<file path="config.mk">
export PLATFORM = sky130hd
export DESIGN_NAME = mac_rx_frame_arbiter
export DESIGN_NICKNAME = d
export VERILOG_FILES = /design/src/rtl/mac_rx_frame_arbiter_pkg.sv /design/src/rtl/mac_rx_frame_arbiter_rr_arb4.sv /design/src/rtl/mac_rx_frame_arbiter.sv
export SDC_FILE = /design/constraint.sdc
export NUM_CORES = 1
export LEC_CHECK = 0
export CORE_AREA = 2 2 251 253
export CTS_CLUSTER_SIZE = 28
export DETAILED_ROUTE_END_ITERATION = 8
export DIE_AREA = 0 0 253 255
export PLACE_DENSITY = 0.62
export SYNTH_ARGS = -nofsm -noshare
export SYNTH_HDL_FRONTEND = slang
export SYNTH_SLANG_ARGS = --single-unit
</file>
<file path="constraint.sdc">
create_clock -name user_clk -period 7 [get_ports user_clk]
set_input_delay 1.05 -clock user_clk [delete_from_list [all_inputs] [get_ports user_clk]]
set_output_delay 1.05 -clock user_clk [all_outputs]
set_load 0.1 [all_outputs]
</file>
<file path="src/rtl/mac_rx_frame_arbiter_pkg.sv">
// Shared types for the 40G switch ingress path: arbiter FSM states and the
// AXI-Stream beat layout used between MAC ports and the switch core.
package sw40g_pkg;

  localparam int NPORT  = 4;
  localparam int DATA_W = 64;
  localparam int KEEP_W = 8;
  localparam int PORT_W = 2;

  typedef enum logic [1:0] {IDLE, XFER, DRAIN} arb_state_t;

  typedef struct packed {
    logic [DATA_W-1:0] tdata;
    logic [KEEP_W-1:0] tkeep;
    logic              tlast;
  } axis_beat_t;

endpackage

</file>
<file path="src/rtl/mac_rx_frame_arbiter_rr_arb4.sv">
// Four-way rotate-priority encoder: the first requester after last_grant wins.
// Shared with the TX-side scheduler.
module rr_arb4 (
  input  logic [3:0] req,
  input  logic [1:0] last_grant,
  output logic [1:0] grant,
  output logic       any
);

  logic [1:0] idx;

  // scan last_grant+1 .. last_grant+4 (wrapping) and keep the first hit
  always_comb begin
    grant = 2'd0;
    any   = 1'b0;
    idx   = 2'd0;
    for (int i = 1; i <= 4; i++) begin
      idx = last_grant + 2'(i);
      if (!any && req[idx]) begin
        grant = idx;
        any   = 1'b1;
      end
    end
  end

endmodule

</file>
<file path="src/rtl/mac_rx_frame_arbiter.sv">
// Frame-granular round-robin merge of four MAC RX streams onto one uplink,
// with a beat-limit watchdog that truncates runaway frames.
module mac_rx_frame_arbiter
  import sw40g_pkg::*;
#(
  parameter int NPORT     = 4,
  parameter int MAX_BEATS = 1200,
  parameter int CNT_W     = 32
) (
  input  logic                          user_clk,
  input  logic                          reset,
  input  logic [NPORT-1:0]              port_en,
  input  logic [NPORT-1:0][DATA_W-1:0]  s_axis_tdata,
  input  logic [NPORT-1:0][KEEP_W-1:0]  s_axis_tkeep,
  input  logic [NPORT-1:0]              s_axis_tvalid,
  input  logic [NPORT-1:0]              s_axis_tlast,
  output logic [NPORT-1:0]              s_axis_tready,
  output logic [DATA_W-1:0]             m_axis_tdata,
  output logic [KEEP_W-1:0]             m_axis_tkeep,
  output logic                          m_axis_tvalid,
  output logic                          m_axis_tlast,
  output logic [PORT_W-1:0]             m_axis_tuser,
  input  logic                          m_axis_tready,
  output logic                          trunc_pulse,
  output logic [NPORT-1:0][CNT_W-1:0]   frame_cnt,
  output logic [NPORT-1:0][CNT_W-1:0]   trunc_cnt
);

  localparam int BEAT_W = $clog2(MAX_BEATS + 1);

  arb_state_t        state, next_state;
  logic [PORT_W-1:0] grant, last_grant, arb_grant;
  logic              arb_any;
  logic [BEAT_W-1:0] beat_cnt;
  logic              load, accept, at_limit;
  axis_beat_t        in_beat;

  assign load     = !m_axis_tvalid || m_axis_tready;
  assign in_beat  = {s_axis_tdata[grant], s_axis_tkeep[grant], s_axis_tlast[grant]};
  assign accept   = s_axis_tvalid[grant] && s_axis_tready[grant];
  assign at_limit = (beat_cnt + BEAT_W'(1)) == BEAT_W'(MAX_BEATS);

  rr_arb4 u_arb (
    .req        (s_axis_tvalid & port_en),
    .last_grant (last_grant),
    .grant      (arb_grant),
    .any        (arb_any)
  );

  // DRAIN swallows the rest of a truncated frame without waiting on the uplink
  always_comb begin
    s_axis_tready = {NPORT{1'b0}};
    if (state == XFER) begin
      s_axis_tready[grant] = load;
    end else if (state == DRAIN) begin
      s_axis_tready[grant] = 1'b1;
    end else begin
      s_axis_tready = {NPORT{1'b0}};
    end
  end

  always_comb begin
    next_state = state;
    case (state)
      IDLE: begin
        if (arb_any) next_state = XFER;
        else         next_state = IDLE;
      end
      XFER: begin
        if (accept && in_beat.tlast) next_state = IDLE;
        else if (accept && at_limit) next_state = DRAIN;
        else                         next_state = XFER;
      end
      DRAIN: begin
        if (accept && in_beat.tlast) next_state = IDLE;
        else                         next_state = DRAIN;
      end
      default: next_state = IDLE;
    endcase
  end

  always_ff @(posedge user_clk) begin
    if (reset) state <= IDLE;
    else       state <= next_state;
  end

  // tlast outranks the limit, so a frame ending exactly on MAX_BEATS is normal
  always_ff @(posedge user_clk) begin
    if (reset) begin
      grant         <= '0;
      last_grant    <= PORT_W'(NPORT - 1);
      beat_cnt      <= '0;
      m_axis_tvalid <= 1'b0;
      m_axis_tlast  <= 1'b0;
      m_axis_tdata  <= '0;
      m_axis_tkeep  <= '0;
      m_axis_tuser  <= '0;
      trunc_pulse   <= 1'b0;
      frame_cnt     <= '0;
      trunc_cnt     <= '0;
    end else begin
      trunc_pulse <= 1'b0;
      if (state == IDLE && arb_any) begin
        grant    <= arb_grant;
        beat_cnt <= '0;
      end
      if (load) begin
        if (state == XFER && accept) begin
          m_axis_tvalid <= 1'b1;
          m_axis_tdata  <= in_beat.tdata;
          m_axis_tkeep  <= in_beat.tkeep;
          m_axis_tlast  <= in_beat.tlast || at_limit;
          m_axis_tuser  <= grant;
        end else begin
          m_axis_tvalid <= 1'b0;
        end
      end
      if (state == XFER && accept) begin
        beat_cnt <= beat_cnt + BEAT_W'(1);
        if (in_beat.tlast) begin
          frame_cnt[grant] <= frame_cnt[grant] + CNT_W'(1);
          last_grant       <= grant;
        end else if (at_limit) begin
          trunc_pulse      <= 1'b1;
          trunc_cnt[grant] <= trunc_cnt[grant] + CNT_W'(1);
          last_grant       <= grant;
        end
      end
    end
  end

endmodule

</file>
==> metrics.txt, run 1 <==
Max FO, Critical Path 5; most used routing layer met2; Net Sw Frac 0.3088; worst-margin pin slew 1.119 ns; mapped cell area 0.01694 mm²; DR pass1 iterations 5; Post-Syn Area per Cell 9.988 µm²; power share of the combinational group 0.215; initial antenna violation count 13; global placer's final weighted congestion 0.9082; vias in the first global route 15,630; Placement Rows 92; Net Sw Power 1.713 mW; Peak VDD IR 154.9 µV; Reg clk slew, reported paths 0.06 ns; Final Max Slew Viols 0; reg2reg path depth 7; met3 usage 0.05990; crit path DAT 4.29 ns; placed cell areas 0.02385 mm²; sequential cell area 0.007014 mm²; Max Clk Rate 187.3 MHz; first-pass GRT wire length 100,300 µm; Pint 3.835 mW; Final Routed Wirelength 69,530 µm; Area Overhead vs Synth 49.21%; Seq cells post-synth 350; CTS tree built; Critical Path, Cell by Cell clkdlybuf4s50_1, nand2b_1, nor3b_1, a21oi_1, nor2_1, clkdlybuf4s50_1; met1 Use GR 0.2457; CP required 5.95 ns; WP buf/inv 2; Die W 253 µm; ratio of cells with drive above 1 in the final layout 0.1005; total track usage 0.2058; Max clock buf depth 3; Final #Nets 2,557; Die Ht 255 µm; Final Cycle Share 0.7629; Rel. slew slack 0.2518; Clock power frac 0.404; post_cts resized 0; kind of start point of the critical path input pin; post-synthesis sequential area ratio 0.4136; Initial Utilization 0.2725; Inserted Clock Buffers 44; DRT iter0 DRCs 913; DR WL/cell 22.54 µm; die footprint 0.06452 mm²; Syn Nets 2,003; GRT overflow 0; HPWL after DPL 50,960 µm; crit path time final 5.340 ns; Mapped Cells 1,696; ys async rst share 0; Crit Reg-Reg Endpoint trunc_cnt[126]; setup repair bufs after CTS 0; type of the tightest min-delay check reg -> reg; clock skew 0.02166 ns; Flop pwr share 0.381; P_leak 7.992 nW; R2R setup slack 3.05 ns; met2 Resource Use GR 0.3511; Port-buffer cells 639; routed vias 15,840; worst hold path startpoint m_axis_tkeep[2]; # hold bufs at CTS 0; htree depth 2; clock root buffer clkbuf_16; CORE AREA 0.06216 mm²; setup TNS 0 ns; largest net degree at the start of global routing 213; Max Cap Viol 0; Via density 5.135; multi-input logic area 0.009250 mm²; DRT antenna net count 0; P per Cell Area 219.5 mW/mm²; slowest cell delay on critical path 1.19 ns; I/O pins 640; Sink Count 350; path type of the worst setup path in -> out; status finished clean; hold path cells 2; yosys warns 0; Crit. End Element output pin; Final setup viols 0; main flop type after synthesis dfxtp_1; Post-route DRC 0; worst setup path startpoint m_axis_tready; WHS Endpoint m_axis_tkeep[2]; most frequent cells in the layout 637 x clkdlybuf4s50_1, 348 x dfxtp_1, 293 x nor2_1; number of synthesized flops with an enable pin 0; synth unique cells 54; clock insertion delay at the later pin of the skew report 0.57 ns; RSZ-0062 raised after global routing no; slowest stage cell, crit path clkdlybuf4s50_1; Final Hold Fails 0; commonest non-fill, non-tap cell in the layout clkdlybuf4s50_1; most frequent CP cell clkdlybuf4s50_1; Fillers 5,970; Post-Layout Inst Area 0.02528 mm²; delay-heaviest family, CP buffers and inverters; Reg2Reg Launch Point grant[0]
layer usage:
metal	routed length [µm]	share of wire
met2	34310	0.49
met4	2374	0.034
met3	5803	0.083
met5	76	0.0011
met1	26970	0.39
sequential cells by signal, indices dropped and copies added (netlist names):
register,cells
frame_cnt,128
trunc_cnt,128
m_axis_tdata,64
beat_cnt,11
m_axis_tkeep,8
grant,2
last_grant,2
m_axis_tuser,2
state,2
m_axis_tlast,1
m_axis_tvalid,1
trunc_pulse,1
stage by stage:
| stage | setup slack (ns) | instances | hold slack, ns | power [mW] | utilization |
|---|---|---|---|---|---|
| global route | 1.527 | 3082 | 0.4710 | 5.753 | 0.4065 |
| global placement | 1.655 | 3003 | 0.4423 | 3.347 | 0.3837 |
| finish | 1.660 | 3085 | 0.4536 | 5.548 | 0.4066 |
| CTS | 1.584 | 3078 | 0.4540 | 5.624 | 0.4063 |
| floorplan | 3.032 | 1696 | 0.4534 | 2.937 | - |
| detailed placement | 1.618 | 3003 | 0.4482 | 3.355 | 0.3837 |
Yosys cell counts, types with 2 or more instances:
cell,instances,area share
dfxtp_1,350,0.41
nor2_1,294,0.065
a211oi_1,218,0.097
nand2_1,181,0.040
mux4_2,120,0.16
clkbuf_1,101,0.022
a21oi_1,91,0.027
mux2i_1,43,0.025
xnor2_1,39,0.020
nand3_1,25,0.0074
xor2_1,23,0.012
buf_2,21,0.0062
nor3_1,21,0.0062
mux4_1,18,0.028
and2_1,12,0.0044
and4_1,12,0.0062
nand4_1,12,0.0044
inv_1,10,0.0022
and3_1,9,0.0033
buf_1,8,0.0018
buf_4,8,0.0035
buf_6,8,0.0053
nor4_1,8,0.0030
o21ai_0,7,0.0021
nor3b_1,6,0.0027
nand2b_1,5,0.0018
ha_1,4,0.0030
nand3b_1,4,0.0018
nor3_2,3,0.0018
a211oi_2,2,0.0015
buf_12,2,0.0024
nand4_4,2,0.0025
nor4_2,2,0.0015
nor4_4,2,0.0025
o21a_1,2,0.00089
o221ai_1,2,0.0010
o32ai_1,2,0.0010
or3_1,2,0.00074
or4b_4,2,0.0016
cell type report:
cell class | instances | area share
multi-input cells | 1188 | 0.3660
flip-flops and latches | 350 | 0.2775
repair buffers | 656 | 0.2592
clock buffers | 63 | 0.04916
well taps | 799 | 0.03955
clock inverters | 12 | 0.006435
inverters | 10 | 0.001485
diodes | 7 | 0.0006930
worst max path at each step:
stage / cells after the start / to / slack (ns)
3_5_place_dp: 6 / s_axis_tready[3] / 1.62
6_report: 6 / s_axis_tready[3] / 1.66
5_1_grt: 6 / s_axis_tready[3] / 1.53
2_1_floorplan: 4 / s_axis_tready[0] / 3.03
3_3_place_gp: 6 / s_axis_tready[3] / 1.65
4_1_cts: 6 / s_axis_tready[3] / 1.58
worst register-to-register path: stages, from the launching register on:
cell and delay [ns]:
dfxtp_4 0.86, buf_4 0.64, mux4_1 0.49, and4_1 0.50
nand2_1 0.43, nor4b_1 0.49, xnor2_1 0.25, a211oi_1 0.13
cells by family (layout without fill, tap and decap cells):
| family | Yosys count | count (layout) | synth area share |
|---|---|---|---|
| compound gates | 330 | 330 | 0.1329 |
| xor+xnor | 62 | 62 | 0.03206 |
| fa+ha+maj | 4 | 4 | 0.002955 |
| buf+inv | 158 | 741 | 0.04380 |
| flops | 350 | 350 | 0.4136 |
| mux | 181 | 181 | 0.2129 |
| other cells | 0 | 7 | 0 |
| simple gates | 611 | 611 | 0.1618 |
power groups by stage:
stage,combinational [mW],clock (mW),sequential (mW)
final,1.19,2.24,2.11
after global routing,1.25,2.38,2.12
after floorplan,0.426,0,2.51
after global placement,1.19,0,2.15
after CTS,1.20,2.31,2.12
after detailed placement,1.20,0,2.16
No activity file was read; power rests on OpenSTA's default activity.
==> run 2: changes to the inputs <==
- PLACE_DENSITY: 0.62 -> 0.64
- clock period: 7 -> 4.8 ns (I/O delays scaled with it)
==> run 2 against run 1 <==
Non-clock buffer count up 5; sequential share of layout area down 0.090 points; final area up 0.33%; core utilization up 0.13 points; largest cell class unchanged; sequential cell count unchanged; critical path depth unchanged; final cell count about the same; via count down 0.11%; critical endpoint is now s_axis_tready[0].
==> metrics.txt, run 2 (synthesized netlist as in run 1, its figures left out) <==
status finished clean; most frequent cells in the layout 633 x clkdlybuf4s50_1, 348 x dfxtp_1, 293 x nor2_1; setup TNS 0 ns; hold_ws 0.4534 ns; largest registers frame_cnt (128), trunc_cnt (128), m_axis_tdata (64); CORE AREA 0.06216 mm²; path type of the worst setup path in -> out; vias in the first global route 15,490; HPWL after DPL 50,920 µm; Reg2Reg Launch Point grant[0]; GRT overflow 0; DRT iter0 DRCs 974; DR WL/cell 22.32 µm; Sink Count 350; commonest non-fill, non-tap cell in the layout clkdlybuf4s50_1; Final Max Slew Viols 0; CP required 4.08 ns; total track usage 0.2034; Rel. slew slack 0.1690; type of the tightest min-delay check reg -> reg; routed vias 15,830; Post-route DRC 0; Fillers 6,024; multi-input logic area 0.009250 mm²; # hold bufs at CTS 0; Crit. End Element output pin; global placer's final weighted congestion 0.8608; Final Hold Fails 0; P_leak 8.037 nW; Via density 5.133; worst setup path startpoint m_axis_tready; Max FO, Critical Path 5; P per Cell Area 314.4 mW/mm²; Max Clk Rate 283.9 MHz; kind of start point of the critical path input pin; I/O pins 640; Final setup viols 0; Final Routed Wirelength 68,820 µm; first-pass GRT wire length 99,210 µm; Inserted Clock Buffers 40; Peak VDD IR 236.5 µV; crit path time final 3.522 ns; Die W 253 µm; setup repair bufs after CTS 0; htree depth 2; dpl ws 1.100 ns; sequential cell area 0.007014 mm²; Max clock buf depth 3; crit path DAT 2.80 ns; initial antenna violation count 19; DRT antenna net count 0; Area Overhead vs Synth 49.69%; clock root buffer clkbuf_16; DR pass1 iterations 6; ratio of cells with drive above 1 in the final layout 0.1048; Post-Layout Inst Area 0.02536 mm²; Port-buffer cells 639; worst setup margin 1.278 ns; R2R setup slack 1.43 ns; RSZ-0062 raised after global routing no; Max Cap Viol 0; worst-margin pin slew 1.243 ns; CTS tree built; Initial Utilization 0.2725; die footprint 0.06452 mm²; Reg clk slew, reported paths 0.06 ns; Die Ht 255 µm; largest net degree at the start of global routing 128; Final #Nets 2,558; clock insertion delay at the later pin of the skew report 0.55 ns; placed cell areas 0.02399 mm²; worst hold path startpoint m_axis_tdata[11]; clock skew 0.01118 ns; Placement Rows 92; post_cts resized 0; Final Cycle Share 0.7338
==> run 2: changes by cell type in the layout (fill, tap and decap cells not counted), moves of 2 or more <==
cell,before,now
buf_12,2,11
clkbuf_1,12,8
clkbuf_8,7,11
clkdlybuf4s50_1,637,633
diode_2,7,3
clkbuf_16,44,42
clkinv_2,3,5
inv_6,2,0
==> run 2: per-stage QoR <==
| stage | total power, mW | std cells | util |
|---|---|---|---|
| floorplan | 4.283 | 1696 | - |
| global route | 8.262 | 3082 | 0.4079 |
| global placement | 4.873 | 3008 | 0.3860 |
| detailed placement | 4.885 | 3008 | 0.3860 |
| CTS | 8.069 | 3080 | 0.4078 |
| finish | 7.973 | 3083 | 0.4080 |
==> run 2: where the power goes <==
group	internal, mW	switching (mW)	total [mW]
sequential	2.99	0.0797	3.07
combinational	0.651	1.09	1.74
clock	1.88	1.28	3.16
==> run 2: worst paths after layout <==
check | end | cells past startpoint
worst min register to register | m_axis_tdata[11] | 2
worst min-delay path | m_axis_tdata[11] | 2
worst max-delay path | s_axis_tready[0] | 6
worst max register to register | trunc_cnt[28] | 7
==> run 2: layout make-up <==
| type | count | area share |
|---|---|---|
| Antenna cell | 3 | 0.0002960 |
| Timing Repair Buffer | 661 | 0.2639 |
| Sequential cell | 350 | 0.2766 |
| Inverter | 10 | 0.001480 |
| Clock buffer | 61 | 0.04860 |
| Clock inverter | 11 | 0.004934 |
| Tap cell | 799 | 0.03942 |
| Multi-Input combinational cell | 1188 | 0.3648 |
==> run 2: metal layers <==
layer | GRT usage | vias to the layer above | part of all wire
li1 | - | 7338 | -
met1 | 0.2466 | 7728 | 0.39
met2 | 0.3433 | 621 | 0.49
met3 | 0.06417 | 116 | 0.087
met4 | 0.06458 | 22 | 0.029
met5 | 0 | - | 0.0021
==> run 2: worst max-delay path: stages <==
cell and delay (ns):
clkdlybuf4s50_1 0.45, nand2b_1 0.19, nor3b_1 0.65, a21oi_1 0.25
nor2_1 0.18, buf_4 0.34
==> run 3: changes to the inputs <==
- clock period: 4.8 -> 3.2 ns (I/O delays scaled with it)
==> run 3 against run 2 <==
Global-route usage down 0.12 points; setup slack got worse by 1.1 ns; routed wire length decreased by 0.33%; clock power grew 48%; combinational power grew 51%; final cell count rose by 0.84%; die area did not move; sequential power up 50%; critical endpoint is now s_axis_tready[2]; highest routed layer unchanged.
==> metrics.txt, run 3 (synthesized netlist as in run 1, its figures left out) <==
P per Cell Area 477.4 mW/mm²; sequential cell area 0.007014 mm²; clock skew 0.01551 ns; Post-route DRC 0; kind of start point of the critical path input pin; DRT antenna net count 0; type of the tightest min-delay check in -> reg; CORE AREA 0.06216 mm²; worst-margin pin slew 0.9969 ns; CP required 2.72 ns; Port-buffer cells 639; I/O pins 640; Via density 5.222; HPWL after DPL 51,470 µm; Max FO, Critical Path 4; Max clock buf depth 3; non-filler instance count after layout 3,109; P_leak 8.705 nW; crit path DAT 2.53 ns; ratio of cells with drive above 1 in the final layout 0.2282; Peak VDD IR 311.6 µV; initial antenna violation count 15; DR WL/cell 22.06 µm; Inserted Clock Buffers 42; routed vias 16,240; Final Cycle Share 0.9391; multi-input logic area 0.009250 mm²; Final #Nets 2,583; global placer's final weighted congestion 0.8717; Max Clk Rate 332.8 MHz; path type of the worst setup path in -> out; DR pass1 iterations 7; crit path time final 3.005 ns; Final Hold Fails 0; Reg clk slew, reported paths 0.06 ns; clock root buffer clkbuf_16; clock insertion delay at the later pin of the skew report 0.56 ns; largest registers frame_cnt (128), trunc_cnt (128), m_axis_tdata (64); largest net degree at the start of global routing 94; Placement Rows 92; CTS tree built; most frequent cells in the layout 367 x clkdlybuf4s50_1, 348 x dfxtp_1, 296 x buf_4; placed insts 3,030; die footprint 0.06452 mm²; Area Overhead vs Synth 47.22%; status finished clean; RSZ-0062 raised after global routing no; Die Ht 255 µm; Die W 253 µm; Crit. End Element output pin; Rel. slew slack 0.3333; Final setup viols 0; Fillers 6,018; GRT overflow 0; total track usage 0.2021; Final Routed Wirelength 68,600 µm; Max Cap Viol 0; vias in the first global route 15,650; first-pass GRT wire length 99,350 µm; Initial Utilization 0.2725; # hold bufs at CTS 0; htree depth 2; Final Max Slew Viols 0; setup TNS 0 ns; Sink Count 350; commonest non-fill, non-tap cell in the layout clkdlybuf4s50_1; hold_ws 0.3609 ns; DRT iter0 DRCs 1,081
==> run 3: changes by cell type in the layout (fill, tap and decap cells not counted), sizes merged <==
cell           change
buf              +289
clkdlybuf4s50    -266
clkbuf             -2
clkinv             +2
diode              +2
inv                +2
clkinvlp           -1
==> run 3: final timing paths <==
check | from | endpoint | slack, ns | cells after the start
hold / removal | reset | beat_cnt[0] | 0.36 | 2
hold reg to reg | m_axis_tdata[36] | m_axis_tdata[36] | 0.46 | 2
setup / recovery | m_axis_tready | s_axis_tready[2] | 0.19 | 8
setup reg to reg | grant[0] | frame_cnt[95] | 0.21 | 7
==> run 3: cell type report <==
type,count,area share
diodes,5,0.0005017
clock buffers,59,0.04756
well taps,799,0.04009
multi-input cells,1188,0.3709
inverters,10,0.001505
flip-flops and latches,350,0.2813
clock inverters,14,0.005820
repair buffers,684,0.2524
==> run 3: where the power goes <==
group,total (mW),internal (mW),switching [mW]
clock network,4.68,2.75,1.94
registers,4.59,4.49,0.104
logic,2.63,0.978,1.65
total,11.9,8.21,3.69
==> run 3: repair_timing <==
action,CTS,global route
gates resized for setup,0,1
endpoints found under the setup margin,0,20
setup buffers,0,1
endpoints found under the hold margin,0,0
==> run 3: critical path, cell delays in order <==
cell and delay, ns:
clkdlybuf4s50_1 0.45, nand2b_1 0.35, nor3b_1 0.33, buf_4 0.20, a21oi_1 0.05, buf_4 0.16, nor2_1 0.29, buf_12 0.22
==> run 3: metrics by stage <==
| stage | util | instance area (µm²) | worst slack (ns) | power, mW |
|---|---|---|---|---|
| 2_1_floorplan | - | 16940 | 0.08931 | 6.425 |
| 3_3_place_gp | 0.3793 | 23580 | 0.1695 | 7.306 |
| 3_5_place_dp | 0.3793 | 23580 | 0.08061 | 7.319 |
| 4_1_cts | 0.4008 | 24910 | 0.06552 | 12.02 |
| 5_1_grt | 0.4012 | 24940 | 0.01540 | 12.34 |
| 6_report | 0.4012 | 24940 | 0.1949 | 11.91 |
==> run 3: metal layers <==
| layer | vias to the layer above | global-route usage | routed length, µm | share of wire |
|---|---|---|---|---|
| met2 | 773 | 0.3342 | 32920 | 0.48 |
| met3 | 155 | 0.05776 | 6071 | 0.089 |
| met5 | - | 0 | 84 | 0.0012 |
| met4 | 14 | 0.07709 | 2451 | 0.036 |
| met1 | 7878 | 0.2498 | 27070 | 0.39 |
| li1 | 7415 | - | - | - |
